--- config.mk ---
export PLATFORM = sky130hd
export DESIGN_NAME = ps2_key_decoder
export DESIGN_NICKNAME = d
export VERILOG_FILES = /design/src/rtl/ps2_key_decoder.sv
export SDC_FILE = /design/constraint.sdc
export NUM_CORES = 1
export LEC_CHECK = 0
export ABC_AREA = 1
export BUFFER_PORTS_ARGS = -buffer_cell sky130_fd_sc_hd__buf_2
export CORE_MARGIN = 3
export CORE_UTILIZATION = 55
export CTS_CLUSTER_DIAMETER = 30
export DETAILED_ROUTE_END_ITERATION = 7
export MAX_ROUTING_LAYER = met4
export PLACE_DENSITY = 0.75
export SETUP_SLACK_MARGIN = 0.1
export SYNTH_ARGS = -nofsm -noshare
export SYNTH_HDL_FRONTEND = slang
export SYNTH_SLANG_ARGS = --single-unit
--- constraint.sdc ---
create_clock -name clock -period 1.8 [get_ports clock]
set_clock_uncertainty 0.1 [all_clocks]
set_input_delay 0.36 -clock clock [delete_from_list [all_inputs] [get_ports clock]]
set_output_delay 0.36 -clock clock [all_outputs]
set_load 0.05 [all_outputs]
--- src/rtl/ps2_key_decoder.sv ---
// ps2_key_decoder: PS/2 set-2 scancode bytes -> game key levels, paddle command
// and edge pulses. Tracks E0 (extended) and F0 (break) prefixes with a timeout.
// Optional build macro: KEY_WASD_ALIAS_EN (A/D keys alias left/right arrows).
module ps2_key_decoder #(
  parameter int unsigned TIMEOUT_CYCLES = 1_000_000,
  parameter int unsigned CNT_W          = 20
) (
  input  logic       clock,
  input  logic       resetn,
  input  logic [7:0] rx_data,
  input  logic       rx_valid,
  input  logic       clear_keys,
  output logic       key_left,
  output logic       key_right,
  output logic       key_space,
  output logic [1:0] paddle_cmd,
  output logic       space_pulse,
  output logic       esc_pulse,
  output logic       proto_err
);

  localparam logic [7:0] B_EXT   = 8'hE0;
  localparam logic [7:0] B_BRK   = 8'hF0;
  localparam logic [7:0] B_SPACE = 8'h29;
  localparam logic [7:0] B_ESC   = 8'h76;
  localparam logic [7:0] B_LEFT  = 8'h6B;
  localparam logic [7:0] B_RIGHT = 8'h74;
`ifdef KEY_WASD_ALIAS_EN
  localparam logic [7:0] B_KEY_A = 8'h1C;
  localparam logic [7:0] B_KEY_D = 8'h23;
`endif

  localparam logic [CNT_W-1:0] CNT_LAST = CNT_W'(TIMEOUT_CYCLES - 1);

  typedef enum logic [1:0] {
    S_IDLE,
    S_EXT,
    S_BRK,
    S_EXT_BRK
  } state_t;

  state_t           state_q, state_n;
  logic [CNT_W-1:0] cnt_q, cnt_n;
  logic             arrow_l_q, arrow_l_n;
  logic             arrow_r_q, arrow_r_n;
  logic             space_n;
  logic             esc_held_q, esc_held_n;
  logic             sp_pulse_n, esc_pulse_n, err_n;
  logic             left_n, right_n;
`ifdef KEY_WASD_ALIAS_EN
  logic             a_held_q, a_held_n;
  logic             d_held_q, d_held_n;
`endif

  // Next-state decode: one byte (or one idle cycle) per clock; key_space doubles as space-held state
  always_comb begin
    state_n     = state_q;
    cnt_n       = cnt_q;
    arrow_l_n   = arrow_l_q;
    arrow_r_n   = arrow_r_q;
    space_n     = key_space;
    esc_held_n  = esc_held_q;
    sp_pulse_n  = 1'b0;
    esc_pulse_n = 1'b0;
    err_n       = 1'b0;
`ifdef KEY_WASD_ALIAS_EN
    a_held_n    = a_held_q;
    d_held_n    = d_held_q;
`endif
    if (clear_keys) begin
      state_n    = S_IDLE;
      cnt_n      = '0;
      arrow_l_n  = 1'b0;
      arrow_r_n  = 1'b0;
      space_n    = 1'b0;
      esc_held_n = 1'b0;
`ifdef KEY_WASD_ALIAS_EN
      a_held_n   = 1'b0;
      d_held_n   = 1'b0;
`endif
    end else if (rx_valid) begin
      cnt_n = '0;
      unique case (state_q)
        S_IDLE: begin
          case (rx_data)
            B_EXT:   state_n = S_EXT;
            B_BRK:   state_n = S_BRK;
            B_SPACE: begin
              sp_pulse_n = ~key_space;
              space_n    = 1'b1;
            end
            B_ESC: begin
              esc_pulse_n = ~esc_held_q;
              esc_held_n  = 1'b1;
            end
`ifdef KEY_WASD_ALIAS_EN
            B_KEY_A: a_held_n = 1'b1;
            B_KEY_D: d_held_n = 1'b1;
`endif
            default: ;
          endcase
        end
        S_EXT: begin
          case (rx_data)
            B_LEFT:  begin arrow_l_n = 1'b1; state_n = S_IDLE; end
            B_RIGHT: begin arrow_r_n = 1'b1; state_n = S_IDLE; end
            B_BRK:   state_n = S_EXT_BRK;
            B_EXT:   state_n = S_EXT;
            default: state_n = S_IDLE;
          endcase
        end
        S_BRK: begin
          case (rx_data)
            B_SPACE: begin space_n = 1'b0; state_n = S_IDLE; end
            B_ESC:   begin esc_held_n = 1'b0; state_n = S_IDLE; end
`ifdef KEY_WASD_ALIAS_EN
            B_KEY_A: begin a_held_n = 1'b0; state_n = S_IDLE; end
            B_KEY_D: begin d_held_n = 1'b0; state_n = S_IDLE; end
`endif
            B_BRK:   state_n = S_BRK;
            B_EXT:   state_n = S_EXT;
            default: state_n = S_IDLE;
          endcase
        end
        S_EXT_BRK: begin
          if (rx_data == B_LEFT)  arrow_l_n = 1'b0;
          if (rx_data == B_RIGHT) arrow_r_n = 1'b0;
          state_n = S_IDLE;
        end
        default: state_n = S_IDLE;
      endcase
    end else if (state_q != S_IDLE) begin
      // Abandon a dangling prefix; held levels are left untouched
      if (cnt_q == CNT_LAST) begin
        state_n = S_IDLE;
        cnt_n   = '0;
        err_n   = 1'b1;
      end else begin
        cnt_n = cnt_q + 1'b1;
      end
    end
  end

`ifdef KEY_WASD_ALIAS_EN
  assign left_n  = arrow_l_n | a_held_n;
  assign right_n = arrow_r_n | d_held_n;
`else
  assign left_n  = arrow_l_n;
  assign right_n = arrow_r_n;
`endif

  // State and output registers; paddle_cmd is built from next levels so it lines up with key_left/key_right
  always_ff @(posedge clock or negedge resetn) begin
    if (!resetn) begin
      state_q     <= S_IDLE;
      cnt_q       <= '0;
      arrow_l_q   <= 1'b0;
      arrow_r_q   <= 1'b0;
      esc_held_q  <= 1'b0;
`ifdef KEY_WASD_ALIAS_EN
      a_held_q    <= 1'b0;
      d_held_q    <= 1'b0;
`endif
      key_left    <= 1'b0;
      key_right   <= 1'b0;
      key_space   <= 1'b0;
      paddle_cmd  <= 2'b00;
      space_pulse <= 1'b0;
      esc_pulse   <= 1'b0;
      proto_err   <= 1'b0;
    end else begin
      state_q     <= state_n;
      cnt_q       <= cnt_n;
      arrow_l_q   <= arrow_l_n;
      arrow_r_q   <= arrow_r_n;
      esc_held_q  <= esc_held_n;
`ifdef KEY_WASD_ALIAS_EN
      a_held_q    <= a_held_n;
      d_held_q    <= d_held_n;
`endif
      key_left    <= left_n;
      key_right   <= right_n;
      key_space   <= space_n;
      paddle_cmd  <= {left_n & ~right_n, right_n & ~left_n};
      space_pulse <= sp_pulse_n;
      esc_pulse   <= esc_pulse_n;
      proto_err   <= err_n;
    end
  end

endmodule

==> results.tsv <==
stage	metric	value	unit
synthesis	synth_nets	280	
timing	fin_setup_tns	0	ps
cts	cts_buffers	5	
power	power_density	564	nW/um2
synthesis	ys.flop_type	dfrtp_1	
setup_path	crit_path_max_fanout	4	
outcome	status	complete, no violations	
detailed_routing	initialDrtViolationCount	95	
setup_path	worstPathRequired	1920	ps
min_path	whs_path_depth	4	
finish	drive_above_1_share	18.1	%
global_route	grt_pass1_vias	1584	
power	leakage	0.00109	uW
power	vdd_ir_drop_max	376	uV
timing	relSlewSlack	55.4	%
floorplanning	die_area	4220	um2
setup_path	crit_type	register to register	
setup_path	crit_buf_inv	0	
job	maxCapViolCount	0	
placement	numPortBuffers	19	
setup_path	crit_slowest_cell	dfrtp_1	
synthesis	netlist_area	1910	um2
power	swShare	26.7	%
floorplanning	die_h	64.9	um
global_route	grt-ovfl-total	0	
power	seqPwrFrac	58.0	%
setup_path	r2r_slack	180	ps
cts	clockRootBuffer	clkbuf_4	
min_path	hp-class	input port to register	
floorplanning	pin_count	20	
placement	hpwl	3040	um
timing	rsz0062_at_grt	true	
power	clock_power_share	29.4	%
finish	final_cell_mix	59 x nand2_1, 52 x nor2_1, 43 x inv_1	
timing	min_period_over_period	90.0	%
synthesis	netlist-cell-type-count	29	
setup_path	crit_path_end_kind	register	
synthesis	synthCells	267	
synthesis	async_flop_share	100	%
setup_path	worstPathCellList	ha_4 -> nand2_1 -> nor2_4 -> nand2_2 -> nor2_4 -> nand4_1 -> o21ai_1 -> nor2_1	
setup_path	rr_endpoint	cnt_q[14]	
timing	hold_viol_final	0	
synthesis	yosys_warnings	0	
floorplanning	die_x	64.9	um
global_route	grt_pass1_wl	7000	um
detailed_routing	drc_errors	0	
setup_path	worstReg2RegStart	cnt_q[1]	
cts	cts_tree	built	
finish	area_growth	14.7	%
detailed_routing	vias	1687	
synthesis	avgSynthCellArea	7.16	um2
finish	layout_commonest_cell	nand2_1	
cts	clk_path_buf_depth	2	
setup_path	setup.worst_path.start_class	register	
setup_path	crit_arrival	1740	ps
power	p_switching	330	uW
power	combPwrFrac	12.7	%
setup_path	cp_common_cell	nor2_4	
setup_path	critical-path-top-delay-family	simple AND/OR/NAND/NOR gates	
global_route	globalRouteTotalUtil	22.2	%
synthesis	synth-seq-cells	31	
detailed_routing	dr.pass1.iters	4	
floorplanning	core	3180	um2
synthesis	synth-edff-count	0	
timing	timing.hold.ws	230	ps
cts	clk_latency	320	ps
timing	period_needed	1620	ps
global_route	grt_antenna_before_repair	0	
detailed_routing	viasPerCell	4.92	
synthesis	synth_seq_area_share	40.6	%
floorplanning	initial_core_util	60.1	%
global_route	grt_max_degree	32	
min_path	worstHoldEndpoint	esc_pulse	
finish	num_antenna_cells	0	
cts	cts.sinks	31	
cts	cts_max_level	2	
detailed_routing	wl_per_cell	11.3	um
detailed_routing	drt-total-wl	3890	um
floorplanning	num_rows	20	
timing	fmax	617	MHz
setup_path	cp_slowest_stage_delay	420	ps
power	p_int	906	uW
detailed_routing	ant_nets	0	
timing	setup_viol	0	
min_path	min_from	rx_data[3]	
timing	worstMarginPinSlew	668	ps
placement	gp_congestion	0.890	
finish	fin_nets	311	
finish	nFillCells	280	
cts	clkTransAtPathRegs	90	ps
timing	slew_violations	0	
setup_path	r2r_cells	8	
-- cells in the mapped netlist (3+ instances only) --
cell type / number / share of area, %
nand2_1: 62 / 12
nor2_1: 52 / 10
inv_1: 43 / 8.4
dfrtp_1: 31 / 41
nand3_1: 15 / 3.9
nor3_1: 9 / 2.4
o21ai_0: 9 / 2.4
nand4_1: 5 / 1.6
xor2_1: 5 / 2.3
a21oi_1: 4 / 1.0
nand2_2: 4 / 1.3
nor2_4: 4 / 2.4
nor2_2: 3 / 0.98
xnor2_1: 3 / 1.4
-- per-layer routing --
layer / global-route usage [%] / wire [um]
met3: 5.55 / 243
met5: - / 0
met2: 30.8 / 1570
met4: 6.33 / 36
met1: 32.0 / 2040
-- power by group through the flow --
| stage | Sequential [uW] | Combinational [uW] | Clock (uW) |
|---|---|---|---|
| 2_1_floorplan | 728 | 91.4 | 0 |
| 3_3_place_gp | 729 | 142 | 0 |
| 3_5_place_dp | 729 | 144 | 0 |
| 4_1_cts | 715 | 149 | 381 |
| 5_1_grt | 718 | 182 | 417 |
| 6_report | 716 | 157 | 363 |
-- worst reg2reg max path, delay by kind of cell, from the launching register on --
family	cells	cell delay [ps]
adder cells (fa/ha/maj)	1	170
flip-flops	1	420
AO/OA/AOI/OAI	1	160
AND/OR/NAND/NOR	6	670
-- sequential cells by signal, summed over array words and instances (netlist names) --
name	flops
space_pulse	1
esc_held_q	1
cnt_q	20
proto_err	1
arrow_l_q	1
esc_pulse	1
paddle_cmd	2
key_space	1
arrow_r_q	1
state_q	2
-- worst max-delay path by stage --
stage	startpoint	endpoint	cells past startpoint
floorplan	cnt_q[0]	cnt_q[11]	8
global placement	cnt_q[0]	cnt_q[11]	8
detailed placement	cnt_q[0]	cnt_q[18]	8
CTS	cnt_q[0]	cnt_q[18]	8
global route	cnt_q[1]	cnt_q[14]	8
finish	cnt_q[1]	cnt_q[14]	8
-- final cells by class --
| type | count | area, um2 | share of cell area (%) |
|---|---|---|---|
| Inverter | 45 | 179 | 8.17 |
| Sequential cell | 31 | 776 | 35.4 |
| Tap cell | 44 | 55.1 | 2.51 |
| Multi-Input combinational cell | 190 | 988 | 45.1 |
| Timing Repair Buffer | 25 | 143 | 6.51 |
| Clock inverter | 1 | 5.00 | 0.228 |
| Clock buffer | 7 | 45.0 | 2.06 |
-- what timing repair did --
action | 4_1_cts | 5_1_grt
endpoints found under the hold margin | 31 | 0
hold buffers | 1 | 0
buffers inserted | 0 | 3
gates resized for setup | 1 | 10
pin swaps | 0 | 6
setup endpoints to repair | 1 | 20
-- logic make-up after synthesis --
| family | after synthesis | share of synthesized area [%] |
|---|---|---|
| xor gates and xnor gates | 8 | 3.67 |
| AOI/OAI and AO/OA | 20 | 6.22 |
| buffers and inverters | 46 | 9.69 |
| and+or+nand+nor | 161 | 39.2 |
| adders and majority gates | 1 | 0.655 |
| DFF | 31 | 40.6 |
-- per-stage QoR --
step	util, %	worst slack, ps	cell area [um2]	power [uW]	std cells
after floorplan	-	359	1910	819	267
after global placement	65.1	213	2070	871	331
after detailed placement	65.1	123	2070	873	331
after CTS	67.1	163	2130	1240	340
after global routing	68.9	73.4	2190	1320	343
final	68.9	180	2190	1240	343
(Power assumes the default switching activity.)
